[config.mk]
export PLATFORM = sky130hd
export DESIGN_NAME = div_controller
export DESIGN_NICKNAME = d
export VERILOG_FILES = /design/src/rtl/div_controller.sv
export SDC_FILE = /design/constraint.sdc
export NUM_CORES = 1
export LEC_CHECK = 0
export BUFFER_PORTS_ARGS = -buffer_cell sky130_fd_sc_hd__buf_2
export CORE_MARGIN = 1.5
export CORE_UTILIZATION = 30
export DETAILED_ROUTE_END_ITERATION = 16
export SETUP_SLACK_MARGIN = 0.05
export SYNTH_ARGS = -nofsm -noshare
export SYNTH_HDL_FRONTEND = slang
export SYNTH_SLANG_ARGS = --single-unit
[constraint.sdc]
create_clock -name clk -period 7.51 [get_ports clk]
set_input_delay 1.1265 -clock clk [delete_from_list [all_inputs] [get_ports clk]]
set_output_delay 1.1265 -clock clk [all_outputs]
set_load 0.02 [all_outputs]
[src/rtl/div_controller.sv]
// Multi-cycle DIV/DIVU unit for the EX stage: 32-step restoring divider
// with divide-by-zero short cut, annul abort and pipeline stall request.
//
// Ports:
//   clk, rst        clock, synchronous active-high reset
//   start           divide request, held while the instruction sits in EX
//   signed_div      1 = DIV (signed), 0 = DIVU
//   opdata1/2       dividend / divisor, sampled when the operation starts
//   annul           flush/exception cancel
//   result          {remainder, quotient}, non-zero only while ready
//   ready           result valid (HI/LO write enable)
//   stall_req       stall request to the hazard unit
module div_controller (
    input  logic        clk,
    input  logic        rst,
    input  logic        start,
    input  logic        signed_div,
    input  logic [31:0] opdata1,
    input  logic [31:0] opdata2,
    input  logic        annul,
    output logic [63:0] result,
    output logic        ready,
    output logic        stall_req
);

    typedef enum logic [1:0] {
        IDLE,
        DIVZERO,
        BUSY,
        DONE
    } state_t;

    state_t      state;
    state_t      next_state;
    logic [5:0]  cnt;
    logic        sd_r;
    logic        sign1;
    logic        sign2;
    logic [31:0] divisor;
    logic [64:0] work;
    logic [63:0] result_r;

    logic        go;
    logic [31:0] abs1;
    logic [31:0] abs2;
    logic [33:0] trial;
    logic [33:0] diff;
    logic [64:0] step_work;
    logic [31:0] q_raw;
    logic [31:0] r_raw;
    logic [31:0] q_fix;
    logic [31:0] r_fix;

    assign go   = start & ~annul;
    assign abs1 = (signed_div & opdata1[31]) ? (~opdata1 + 32'd1) : opdata1;
    assign abs2 = (signed_div & opdata2[31]) ? (~opdata2 + 32'd1) : opdata2;

    // work = {partial remainder[64:32], dividend/quotient[31:0]}.
    // trial is the remainder after the left shift; a borrow out of
    // the subtraction means the divisor did not fit (quotient bit 0).
    assign trial     = work[64:31];
    assign diff      = trial - {2'b00, divisor};
    assign step_work = diff[33] ? {work[63:0], 1'b0}
                                : {diff[32:0], work[30:0], 1'b1};

    assign q_raw = step_work[31:0];
    assign r_raw = step_work[63:32];
    assign q_fix = (sd_r & (sign1 ^ sign2)) ? (~q_raw + 32'd1) : q_raw;
    assign r_fix = (sd_r & sign1) ? (~r_raw + 32'd1) : r_raw;

    // state register
    always_ff @(posedge clk) begin
        if (rst) begin
            state <= IDLE;
        end else begin
            state <= next_state;
        end
    end

    // next-state logic; annul outranks every other transition
    always_comb begin
        next_state = state;
        if (annul && state != IDLE) begin
            next_state = IDLE;
        end else begin
            unique case (state)
                IDLE: begin
                    if (go) begin
                        next_state = (opdata2 == 32'd0) ? DIVZERO : BUSY;
                    end
                end
                DIVZERO: next_state = DONE;
                BUSY: begin
                    if (cnt == 6'd31) begin
                        next_state = DONE;
                    end
                end
                DONE: begin
                    if (!start) begin
                        next_state = IDLE;
                    end
                end
                default: next_state = IDLE;
            endcase
        end
    end

    // datapath registers
    always_ff @(posedge clk) begin
        if (rst) begin
            cnt      <= 6'd0;
            sd_r     <= 1'b0;
            sign1    <= 1'b0;
            sign2    <= 1'b0;
            divisor  <= 32'd0;
            work     <= 65'd0;
            result_r <= 64'd0;
        end else if (annul && state != IDLE) begin
            result_r <= 64'd0;
        end else begin
            unique case (state)
                IDLE: begin
                    if (go) begin
                        sd_r     <= signed_div;
                        sign1    <= opdata1[31];
                        sign2    <= opdata2[31];
                        divisor  <= abs2;
                        work     <= {33'd0, abs1};
                        cnt      <= 6'd0;
                        result_r <= 64'd0;
                    end
                end
                DIVZERO: result_r <= 64'd0;
                BUSY: begin
                    work <= step_work;
                    cnt  <= cnt + 6'd1;
                    if (cnt == 6'd31) begin
                        result_r <= {r_fix, q_fix};
                    end
                end
                DONE: result_r <= result_r;
                default: result_r <= 64'd0;
            endcase
        end
    end

    // outputs
    always_comb begin
        ready     = (state == DONE);
        result    = (state == DONE) ? result_r : 64'd0;
        stall_req = ((state == IDLE) & go & ~rst)
                  | (state == DIVZERO)
                  | (state == BUSY);
    end

endmodule

==> results.cfg <==
[routing]
routed_wl_um = 39600
drtIter0Drc = 1267
vias = 12100
vias_per_cell = 5.32
maxUsedRoutingLayer = met4
drt-wirelength-per-cell_um = 17.4
final_antenna_net_count = 0
wl_met2_um = 18000
route.detailed.drc = 0
met1_length_um = 19000
dr.pass1.iters = 5
wl_met3_um = 1630

[pwr]
switching_share_pct = 41.4
p_int_mw = 1.90
ir_drop_mv = 0.146
pwr-share-clk_pct = 28.8
power_frac_seq_pct = 32.0
p_sw_mw = 1.34
power_frac_comb_pct = 39.2
power.density_nw_per_um2 = 235
p_leak_nw = 5.39

[worst_hold_path]
hold_depth = 2
hp-start = result_r[55]$_SDFFE_PP0P_
hold_path_class = reg -> reg
whs_endpoint = result_r[55]$_SDFFE_PP0P_

[floorplan]
die_h_um = 204
coreArea_um2 = 39700
fp.dieW_um = 204
die_area_um2 = 41500
rows = 73
io_pins = 135
initial_core_util_pct = 30.5

[place]
post-place-ws_ps = 2850
gp_congestion = 0.916
place_inst = 2239
io_buffers = 134
hpwl_um = 30600

[yosys]
ys_seq_elements = 172
synthCells = 1666
netlist_area_um2 = 12100
synth_edf_count = 0
yosys_warnings = 0
synth_cell_types = 84
syn_area_per_cell_um2 = 7.26
syn_nets = 1777
synth_flop_cell = dfxtp_1
synthArstFlopShare_pct = 0
ys_seq_area_share_pct = 28.5

[global_routing]
overflow = 0
grt_pass1_vias = 11000
track_usage_pct = 18.7
antenna_found_initial = 1
grt_pass1_wl_um = 61400
grt_max_degree = 82

[timing]
worst_slew_pin_slew_ps = 1200
drv_slew = 0
timing.final.crit_share_pct = 63.1
final-setup-viol-count = 0
worst_slack_ps = 2770
relSlewSlack_pct = 19.7
fmax_mhz = 211
rsz0062_at_grt = false
setup_tns_ps = 0
fin_skew_ps = 10.1
min_period_ps = 4740
fin_hold_ws_ps = 447
hold_violations = 0

[cts]
cts_hold_buf = 0
htreeDepth = 4
clock-sinks = 172
cts_root_buf = clkbuf_16
clock_path_buffers = 2
cts_setup_buffers = 0
numCtsBuffers = 17
clk_pin_slew_ps = 70
cts_tree = built
cts_resized = 0
clkLatencyLatePin_ps = 440

[cells_and_area]
fin_cells = 2271
insertedDiodeCount = 0
final_common_cell = nand2_1
layout-drive-gt1-share_pct = 12.4
area_growth_pct = 13.7
nets = 1844
final_cell_mix = nand2_1 (224), nor2_1 (185), dfxtp_1 (172)
final_util_pct = 34.6

[critical_path]
arrival_ps = 5050
r2r_setup_slack_ps = 2770
r2r-end = result_r[56]$_SDFFE_PP0P_
timing.rr.start = divisor[8]$_SDFFE_PP0P_
worstSetupEndpointType = flip-flop
start_kind = flip-flop
critPathMaxFanout = 31
critPathKind = reg -> reg
crit_required_ps = 7830
r2r_cells = 16

[flow_run]
maxCapViolCount = 0

[status]
outcome = finished, final reports clean
-- critical path: stages (launching register included) --
cell      delay, ps
dfxtp_1         330
inv_1            50
ha_1            530
nand4_1         230
o221a_2         320
o21a_1          260
a311oi_2        370
nor3_2          170
nor2_4          150
buf_4           400
mux2i_1         340
ha_1            250
o21ai_0         340
or2_2           430
o21ai_0         210
xor2_1          150
o21ai_0          80
-- layout make-up --
class                   count  area [µm²]
clock inverters            12         155
clock buffers              20         457
fillers                  4250       26000
multi-input cells        1342        8080
well taps                 525         657
repair buffers            146         763
inverters                  54         203
flip-flops and latches    172        3440
-- cells by family after synthesis --
group | synth area share, %
buffers and inverters | 4.90
multiplexers | 1.89
AND/OR/NAND/NOR | 25.7
XOR/XNOR | 9.92
AO/OA/AOI/OAI | 24.7
adder cells (fa/ha/maj) | 4.41
flip-flops | 28.5
-- per-layer routing --
layer | up-vias | GRT usage, %
met3 | 58 | 2.52
met4 | 0 | 6.19
met5 | - | 0
met2 | 298 | 29.9
met1 | 5725 | 25.9
li1 | 5990 | -
-- synthesized netlist by cell type (19+ instances only) --
library cell    n  area [µm²]
and2_1         74         463
xor2_1         65         569
a22oi_1        40         300
o31ai_1        19         143
a21oi_1       139         696
xnor2_1        72         631
nand2_1       224         841
inv_1          53         199
o21ai_0       121         606
nor4_1         21         131
a211oi_1       32         240
clkbuf_1       76         285
nor2_1        187         702
dfxtp_1       172        3440
nor3_1         49         245
ha_1           41         513
a31oi_1        22         138
nand3_1        25         125
-- stage by stage --
| step | cell area (µm²) | power, mW |
|---|---|---|
| floorplan | 12100 | 1.97 |
| global placement | 13100 | 2.30 |
| detailed placement | 13100 | 2.31 |
| CTS | 13800 | 3.24 |
| global route | 13800 | 3.44 |
| finish | 13800 | 3.24 |
-- power by group through the flow --
stage,logic (mW),clock network (mW),registers (mW)
5_1_grt,1.40,0.990,1.05
3_3_place_gp,1.25,0,1.05
2_1_floorplan,0.929,0,1.04
6_report,1.27,0.933,1.04
3_5_place_dp,1.25,0,1.06
4_1_cts,1.26,0.950,1.04
-- worst max-delay path by stage --
stage	to	start	slack, ps	cells past startpoint
detailed placement	result_r[56]$_SDFFE_PP0P_	divisor[8]$_SDFFE_PP0P_	2850	16
global placement	result_r[56]$_SDFFE_PP0P_	divisor[8]$_SDFFE_PP0P_	2940	16
finish	result_r[56]$_SDFFE_PP0P_	divisor[8]$_SDFFE_PP0P_	2770	16
floorplan	result_r[56]$_SDFFE_PP0P_	divisor[24]$_SDFFE_PP0P_	3330	21
CTS	result_r[62]$_SDFFE_PP0P_	divisor[8]$_SDFFE_PP0P_	2830	16
global route	result_r[62]$_SDFFE_PP0P_	divisor[8]$_SDFFE_PP0P_	2380	16
-- sequential cells by signal, summed over array words and instances (netlist names) --
register and flops:
work 65, result_r 64, divisor 32, cnt 6, state 2, sd_r 1, sign1 1, sign2 1
No activity file was read; power rests on OpenSTA's default activity.
